--- config.mk ---
export PLATFORM = sky130hd
export DESIGN_NAME = node_bcast
export DESIGN_NICKNAME = d
export VERILOG_FILES = /design/src/rtl/node_bcast.sv
export SDC_FILE = /design/constraint.sdc
export NUM_CORES = 1
export LEC_CHECK = 0
export BUFFER_PORTS_ARGS = -buffer_cell sky130_fd_sc_hd__buf_2
export CORE_MARGIN = 10
export CORE_UTILIZATION = 50
export CTS_CLUSTER_SIZE = 20
export DETAILED_ROUTE_END_ITERATION = 12
export PLACE_DENSITY = 0.73
export SYNTH_ARGS = -nofsm -noshare
export SYNTH_HDL_FRONTEND = slang
export SYNTH_SLANG_ARGS = --single-unit
export TNS_END_PERCENT = 100
--- constraint.sdc ---
create_clock -name clk -period 3.4 [get_ports clk]
set_clock_uncertainty 0.15 [all_clocks]
set_input_delay 0.17 -clock clk [delete_from_list [all_inputs] [get_ports clk]]
set_output_delay 0.17 -clock clk [all_outputs]
set_load 0.1 [all_outputs]
--- src/rtl/node_bcast.sv ---
// Broadcasts a latched node value to up to four enabled neighbors in turn.
// It collects each neighbor's response and flags any neighbor that never acknowledges.
module node_bcast #(
    parameter int TIMEOUT = 16
) (
    input  logic       clk,
    input  logic       rst,
    input  logic       load,
    input  logic [1:0] val_in,
    input  logic [3:0] en_mask,
    input  logic [3:0] tx_ack,
    input  logic       resp_in,
    output logic       tx_valid,
    output logic [1:0] tx_sel,
    output logic [1:0] tx_data,
    output logic       busy,
    output logic       done,
    output logic       result,
    output logic [3:0] resp_vec,
    output logic [3:0] err
);

    typedef enum logic [1:0] {
        IDLE = 2'd0,
        SCAN = 2'd1,
        SEND = 2'd2,
        DONE = 2'd3
    } state_t;

    localparam logic [7:0] WAIT_LIMIT = 8'(TIMEOUT - 1);

    state_t     state, state_n;
    logic [1:0] idx, idx_n;
    logic [1:0] val_q, val_n;
    logic [3:0] mask_q, mask_n;
    logic [7:0] wait_cnt, wait_n;
    logic [3:0] resp_q, resp_n;
    logic [3:0] err_q, err_n;
    logic       result_q, result_n;

    always_ff @(posedge clk) begin
        if (!rst) begin
            state    <= IDLE;
            idx      <= 2'd0;
            val_q    <= 2'd0;
            mask_q   <= 4'd0;
            wait_cnt <= 8'd0;
            resp_q   <= 4'd0;
            err_q    <= 4'd0;
            result_q <= 1'b0;
        end else begin
            state    <= state_n;
            idx      <= idx_n;
            val_q    <= val_n;
            mask_q   <= mask_n;
            wait_cnt <= wait_n;
            resp_q   <= resp_n;
            err_q    <= err_n;
            result_q <= result_n;
        end
    end

    always_comb begin
        state_n  = state;
        idx_n    = idx;
        val_n    = val_q;
        mask_n   = mask_q;
        wait_n   = wait_cnt;
        resp_n   = resp_q;
        err_n    = err_q;
        result_n = result_q;

        case (state)
            IDLE: begin
                if (load) begin
                    val_n    = val_in;
                    mask_n   = en_mask;
                    resp_n   = 4'd0;
                    err_n    = 4'd0;
                    result_n = 1'b0;
                    idx_n    = 2'd0;
                    state_n  = SCAN;
                end
            end
            SCAN: begin
                if (mask_q[idx]) begin
                    wait_n  = 8'd0;
                    state_n = SEND;
                end else if (idx == 2'd3) begin
                    state_n = DONE;
                end else begin
                    idx_n = idx + 2'd1;
                end
            end
            SEND: begin
                // An ack in the final wait cycle takes priority over the timeout.
                if (tx_ack[idx] || wait_cnt == WAIT_LIMIT) begin
                    if (tx_ack[idx]) begin
                        resp_n[idx] = resp_in;
                    end else begin
                        err_n[idx] = 1'b1;
                    end
                    if (idx == 2'd3) begin
                        state_n = DONE;
                    end else begin
                        idx_n   = idx + 2'd1;
                        state_n = SCAN;
                    end
                end else begin
                    wait_n = wait_cnt + 8'd1;
                end
            end
            DONE: begin
                state_n = IDLE;
            end
            default: begin
                state_n = IDLE;
            end
        endcase

        // Result is computed on entry so it is already valid alongside the done pulse.
        if (state_n == DONE && state != DONE) begin
            result_n = |resp_n;
        end
    end

    assign tx_valid = (state == SEND);
    assign tx_sel   = tx_valid ? idx : 2'd0;
    assign tx_data  = tx_valid ? val_q : 2'd0;
    assign busy     = (state != IDLE);
    assign done     = (state == DONE);
    assign result   = result_q;
    assign resp_vec = resp_q;
    assign err      = err_q;

endmodule

## Word level (Yosys, flattened, before mapping)

Index checks and enable logic that the tools add are counted.

- Shift operators: 0
- $lt $le $gt $ge: 2
- $mul: 0
- Equal/unequal tests: 13
- Reductions and logical operators: 16
- Bitwise gates (word level): 1
- Div/mod/pow operators: 0
- Muxes and demuxes: 34
- Add/sub/neg operators: 2

Operators by type and width:

| cell | count |
|---|---|
| $mux 4 | 6 |
| $mux 2 | 11 |
| $mux 8 | 2 |
| $pmux 4 s2 | 2 |
| $pmux 8 s2 | 1 |
| $ne 2x2->1 const B | 6 |
| $reduce_bool 2->1 | 5 |
| $add 8x1->8 const B | 1 |
| $eq 2x2->1 const B | 4 |
| $eq 8x4->1 const B | 1 |
| $pmux 2 s4 | 1 |
| $reduce_and 4->1 | 2 |
| $mux 1 | 6 |
| $pmux 2 s3 | 1 |
| $bmux 1 s2 | 2 |
| $bwmux 4 | 1 |
| $or 4x4->4 | 1 |
| $reduce_and 2->1 | 2 |
| $reduce_or 4->1 | 1 |
| $lt 2x3->1 const B | 1 |
| $reduce_and 3->1 | 1 |
| $reduce_bool 3->1 | 1 |
| $add 2x1->2 const B | 1 |
| $demux 1 s2 | 1 |
| 6 further kinds | 7 |

- Bits in latches: 0
- Register bits: 27
- Logic and storage cells: 76
- Memories: 0
- Bits in writable memories: 0
- ROM bits: 0

## Logic depth before layout (Yosys ltp)

Gate-level depths: netlist of run 1.

- Depth after elaboration: 10
- Gate-level depth with buffers: 8
- Gate-level depth less buffers: 7

## Least setup slack after synthesis of run 1

No wires, ideal clock.

- Path type: flip-flop to output port
- From: register state[0]
- To: output tx_data[0]
- Setup slack: 0.096 ns
- Arrival: 2.984 ns
- Stages on the path, launching flop included: 7
- Cells stage by stage: dfxtp_1 -> inv_1 -> ha_1 -> clkbuf_1 -> buf_1 -> clkbuf_1 -> and2_1

- Cells in the longest elaborated chain, start to end: 2

RTL lines:

| item | RTL line | source |
|---|---|---|
| start, declared | 32 | `state_t state, state_n;` |
| start signal, assigned | 52 | `state <= state_n;` |
| $eq 2x2->1 | 127 | `assign tx_valid = (state == SEND);` |
| net tx_valid | 13 | `output logic tx_valid,` |
| $mux 2 | 129 | `assign tx_data = tx_valid ? val_q : 2'd0;` |
| end, declared | 15 | `output logic [1:0] tx_data,` |

The timed path passes the listed nets, and every way through them passes these cells.

## Final worst setup path of run 1

- From: register state[0]
- To: output tx_data[1]

- Cells in the longest elaborated chain, start to end: 2

RTL lines:

| item | RTL line |
|---|---|
| $eq 2x2->1 | 127 |
| $mux 2 | 129 |

Every way passes these cells.

==> results.yml, run 1 <==
global_routing:
  grt_max_degree: 18
  grt_pass1_vias: 1398
  grt_first_pass_wirelength_um: 6410
  grt-ovfl-total: 0
  grt_usage: 0.127
  antenna_found_initial: 0
detailed_routing:
  post_drt_wl_per_cell_um: 14.2
  dr.pass1.iters: 4
  wirelength_um: 3590
  drt_iter0_drc: 112
  final_antenna_net_count: 0
  drc_errors: 0
  num_vias: 1349
  viasPerCell: 5.33
sta:
  tns_ns: 0
  fmax_mhz: 395
  setup_viol: 0
  fin_hold_ws_ns: 0.0527
  period_needed_ns: 2.53
  finalHoldViolCount: 0
  final_max_slew_viol_count: 0
  rsz0062_at_grt: "false"
  tightest_slew_ns: 0.553
  relSlewSlack: 0.629
  timing.final.ws_setup_ns: 0.871
  post-route-period-util: 0.744
cts:
  htree_levels: 1
  cts_setup_buffers: 0
  clk_latency_ns: 0.33
  cts_max_path_buffers: 2
  path_clk_slew_ns: 0.14
  cts.sinks: 27
  cts_resized: 0
  ctsHoldBuffers: 6
  cts_buffers: 3
  cts_tree: "done"
  cts_root_buf: "clkbuf_4"
worst_setup_path:
  cp_num_buf_inv: 3
  slowest_stage: "ha_1"
  cp.depth: 5
  crit_fanout: 17
  max_stage_delay_ns: 0.51
  reg2reg_depth: 7
  worstPathCellList: "inv_1, ha_1, buf_4, and2_1, buf_2"
  path_delay_family: "buffers and inverters"
  rr_startpoint: "state[0]"
  worstPathRequired_ns: 3.08
  arrival_ns: 2.21
  startpoint: "state[0]"
  r2r-end: "result"
  endpoint_kind: "output pin"
  cp-start-kind: "flop"
  regToRegSetupSlack_ns: 0.96
  path_class: "reg2out"
logic_synthesis:
  synth_compound_area_frac: 0.219
  synth_top_family_by_area: "simple AND/OR/NAND/NOR gates"
  async_flop_share: 0
  syn_avg_cell_area_um2: 8.94
  syn_area_um2: 1560
  ys_warn_count: 0
  synth_fa_ha_area_frac: 0.0720
  synth_mux_area_frac: 0.0568
  ys_seq_area_frac: 0.346
  synth_simple_gate_area_share: 0.229
  synth_nets: 198
  synth.area.top_cells: "dfxtp_1 (35%), ha_1 (7.2%), nand2_1 (6.2%), and2_1 (4.0%), xnor2_1 (3.9%)"
  synth_largest_area_cell: "dfxtp_1"
  ys_seq_elements: 27
  synth_flop_cell: "dfxtp_1"
  synth_cells: 175
  synth_edf_count: 0
  synth_cell_type_count: 41
  yosys.area_share.xor_xnor: 0.0392
  synth_top_area_frac: 0.346
floorplanning:
  initial_utilization: 0.517
  die-area_um2: 5770
  io_pins: 30
  coreArea_um2: 3030
  die_x_um: 75.9
  num_rows: 20
  die_h_um: 75.9
hold_path:
  min_to: "val_q[1]"
  worstHoldStart: "rst"
  min_path_cells: 2
  hold_class: "in2reg"
placed_design:
  portBuffers: 29
  dp.cells: 243
  place.gp.congestion: 0.820
  place_ws_ns: 1.03
  hpwl_um: 2680
run_status:
  outcome: "completed"
power_and_ir_drop:
  p_per_area_nw_per_um2: 342
  peakVddDrop_mv: 0.146
  p_leak_nw: 0.763
  power.total_mw: 0.625
final_layout:
  area_growth_pct: 16.9
  drive_above_1_share: 0.220
  final_nets: 233
  stdcell_count: 253
  diodes: 0
job:
  drv_cap: 0
[cell usage in the layout (no fill, tap or decap), drive strengths merged, types with 2 or more instances in the layout]
| cell type | instances |
|---|---|
| xnor2 | 7 |
| a221o | 2 |
| inv | 8 |
| a21o | 6 |
| a21boi | 6 |
| mux4 | 2 |
| ha | 9 |
| nand3 | 6 |
| mux2i | 4 |
| buf | 30 |
| a211oi | 2 |
| dlygate4sd3 | 6 |
| nand2 | 26 |
| o21ai | 5 |
| a21oi | 8 |
| nor2b | 2 |
| a211o | 2 |
| nor3 | 3 |
| nor2 | 13 |
| clkbuf | 4 |
| dfxtp | 27 |
| and2 | 11 |
| a2111oi | 4 |
| nand4 | 6 |
[synthesized netlist by cell type, types with 2 or more instances]
library cell,number
inv_1,8
nor2b_1,2
nor2_1,13
a211o_1,2
a2111oi_2,3
xnor2_1,7
clkbuf_1,4
o21ai_1,2
nand4_1,6
ha_1,9
nor3_1,3
mux2i_1,4
a21oi_1,8
a221o_1,2
a211oi_1,2
nand3_1,6
nand2_1,26
a21boi_0,6
o21ai_0,2
and2_1,10
dfxtp_1,27
a21o_2,4
[power breakdown]
part           internal, mW  switching [mW]  total [mW]
registers             0.328          0.0102       0.338
clock network        0.0462          0.0963       0.142
logic                0.0497          0.0943       0.144
[per-layer routing]
metal  share of wire  routed length, um  track usage  vias to the layer above
met5               0                  0            0                        -
met4           0.022                 80       0.0568                        0
met3           0.076                274       0.0401                        9
met2            0.45               1600        0.204                       42
met1            0.45               1630        0.151                      611
li1                -                  -            -                      687
[state kept, by name (all words and copies together), names as in the netlist]
register / count
err: 4
idx: 2
mask_q: 4
resp_vec: 4
result: 1
state: 2
val_q: 2
wait_cnt: 8
[stage by stage]
step           cell area, um2  utilization
2_1_floorplan            1560            -
4_1_cts                  1830        0.604
5_1_grt                  1830        0.604
3_3_place_gp             1740        0.575
3_5_place_dp             1740        0.575
6_report                 1830        0.604
[kinds of logic after synthesis]
group           Yosys count
compound gates           40
xor+xnor                  7
fa+ha+maj                 9
buf+inv                  14
flops                    27
mux                       6
simple gates             72
[cell type report]
type / instances / area (um2)
repair buffers: 36 / 213
inverters: 8 / 30.0
multi-input cells: 134 / 963
well taps: 44 / 55.1
fillers: 261 / 1200
clock buffers: 4 / 26.3
flip-flops and latches: 27 / 541
[worst max path at each step]
stage / to / slack [ns]
floorplan: tx_data[0] / 0.1
global placement: result / 1.11
detailed placement: result / 1.03
CTS: tx_data[1] / 0.88
global route: result / 0.73
finish: tx_data[1] / 0.87
(Power assumes the default switching activity.)
==> inputs of run 2 (changes only) <==
==> constraint.sdc (replaced) <==
create_clock -name clk -period 2.5 [get_ports clk]
set_clock_uncertainty 0.15 [all_clocks]
set_input_delay 0.125 -clock clk [delete_from_list [all_inputs] [get_ports clk]]
set_output_delay 0.125 -clock clk [all_outputs]
set_load 0.1 [all_outputs]
==> run 2 against run 1 <==
- die area stayed put
- clock power is 38% higher
- sequential share of layout area is 0.28 points lower
- first-iteration DRC count is 15% lower
- utilization is 0.58 points higher
- hold slack worse by 0.035 ns
- final cell count is 0.40% lower
- count of clock-buffer cells in the layout is 1 lower
==> results.yml, run 2 (same netlist as run 1, synthesis figures left out) <==
detailed_routing:
  final_antenna_net_count: 0
  drc_errors: 0
  viasPerCell: 5.49
  num_vias: 1384
  post_drt_wl_per_cell_um: 14.7
  wirelength_um: 3700
  drt_iter0_drc: 95
  dr.pass1.iters: 4
worst_setup_path:
  crit_fanout: 12
  startpoint: "idx[0]"
  r2r-end: "wait_cnt[5]"
  rr_startpoint: "idx[0]"
  reg2reg_depth: 5
  endpoint_kind: "flop"
  max_stage_delay_ns: 0.67
  regToRegSetupSlack_ns: 0.17
  worstPathRequired_ns: 2.57
  path_class: "reg2reg"
  endpoint: "wait_cnt[5]"
  worstPathCellList: "mux4_2, a21o_4, a2111oi_2, xnor2_1, nor2_1"
  cp-start-kind: "flop"
  arrival_ns: 2.40
  slowest_stage: "mux4_2"
cts:
  cts_resized: 0
  cts_tree: "done"
  cts_setup_buffers: 0
  cts_buffers: 3
  path_clk_slew_ns: 0.15
  htree_levels: 1
  cts.sinks: 27
  ctsHoldBuffers: 6
  cts_max_path_buffers: 2
  cts_root_buf: "clkbuf_4"
  clk_latency_ns: 0.32
placed_design:
  place.gp.congestion: 0.868
  dp.cells: 242
  place_ws_ns: 0.171
  hpwl_um: 2790
  portBuffers: 29
floorplanning:
  die_x_um: 75.9
  coreArea_um2: 3030
  num_rows: 20
  die_h_um: 75.9
  io_pins: 30
  die-area_um2: 5770
  initial_utilization: 0.517
sta:
  rsz0062_at_grt: "false"
  finalHoldViolCount: 0
  timing.final.ws_setup_ns: 0.170
  period_needed_ns: 2.33
  setup_viol: 0
  tightest_slew_ns: 0.553
  relSlewSlack: 0.629
  tns_ns: 0
  final_max_slew_viol_count: 0
  fmax_mhz: 429
  post-route-period-util: 0.932
global_routing:
  antenna_found_initial: 0
  grt_usage: 0.121
  grt-ovfl-total: 0
  grt_pass1_vias: 1375
  grt_first_pass_wirelength_um: 6130
  grt_max_degree: 29
final_layout:
  final_cell_mix: "buf_2 (29), dfxtp_1 (27), nand2_1 (26)"
  largest_reg_flops: 8
  final_util: 0.610
  area_growth_pct: 18.0
  largest-register: "wait_cnt"
  final_nets: 232
  diodes: 0
  layout_commonest_cell: "buf_2"
  drive_above_1_share: 0.240
  stdcell_count: 252
run_status:
  outcome: "completed"
power_and_ir_drop:
  p_leak_nw: 0.761
  power.total_mw: 0.855
  p_per_area_nw_per_um2: 463
  peakVddDrop_mv: 0.201
job:
  drv_cap: 0
hold_path:
  hold_class: "in2reg"
run 2: cell types whose count changed in the layout (fill, tap and decap cells not counted):
cell and delta:
and2_2 -1, clkinvlp_4 +1, and2_4 +4, clkbuf_1 -1, ha_1 -1, ha_4 +1, buf_4 -1, and2_1 -3
run 2: how the worst min path moves through the flow:
| stage | startpoint | endpoint | cells past startpoint |
|---|---|---|---|
| floorplan | en_mask[0] | mask_q[0] | 2 |
| global placement | en_mask[3] | mask_q[3] | 3 |
| detailed placement | en_mask[2] | mask_q[2] | 3 |
| CTS | rst | val_q[1] | 2 |
| global route | rst | val_q[0] | 2 |
| finish | rst | val_q[1] | 2 |
run 2: final cells by class:
cell class	instances	area (um2)
Timing Repair Buffer	35	205
Clock buffer	3	22.5
Tap cell	44	55.1
Clock inverter	1	7.51
Fill cell	268	1180
Inverter	8	30.0
Sequential cell	27	541
Multi-Input combinational cell	134	985
run 2: through the flow:
step	hold slack [ns]	instance area (um2)
after CTS	0.00501	1850
final	0.0182	1850
after floorplan	0.120	1590
after global routing	0.0148	1850
after global placement	0.225	1760
after detailed placement	0.232	1760
run 2: metal layers:
metal	vias to the layer above	track usage	wire, um
li1	689	-	-
met1	653	0.151	1700
met2	40	0.199	1750
met3	2	0.0342	232
met4	0	0.0265	15
met5	-	0	0
run 2: where the power goes:
part | switching (mW) | internal, mW
Clock | 0.135 | 0.0611
Sequential | 0.0151 | 0.446
Combinational | 0.130 | 0.0679
run 2: critical path: cells and delay by family, from the launching register on:
family	cells	cell delay, ns
flops	1	0.50
xor+xnor	1	0.16
simple gates	1	0.05
mux	1	0.67
compound gates	2	0.69
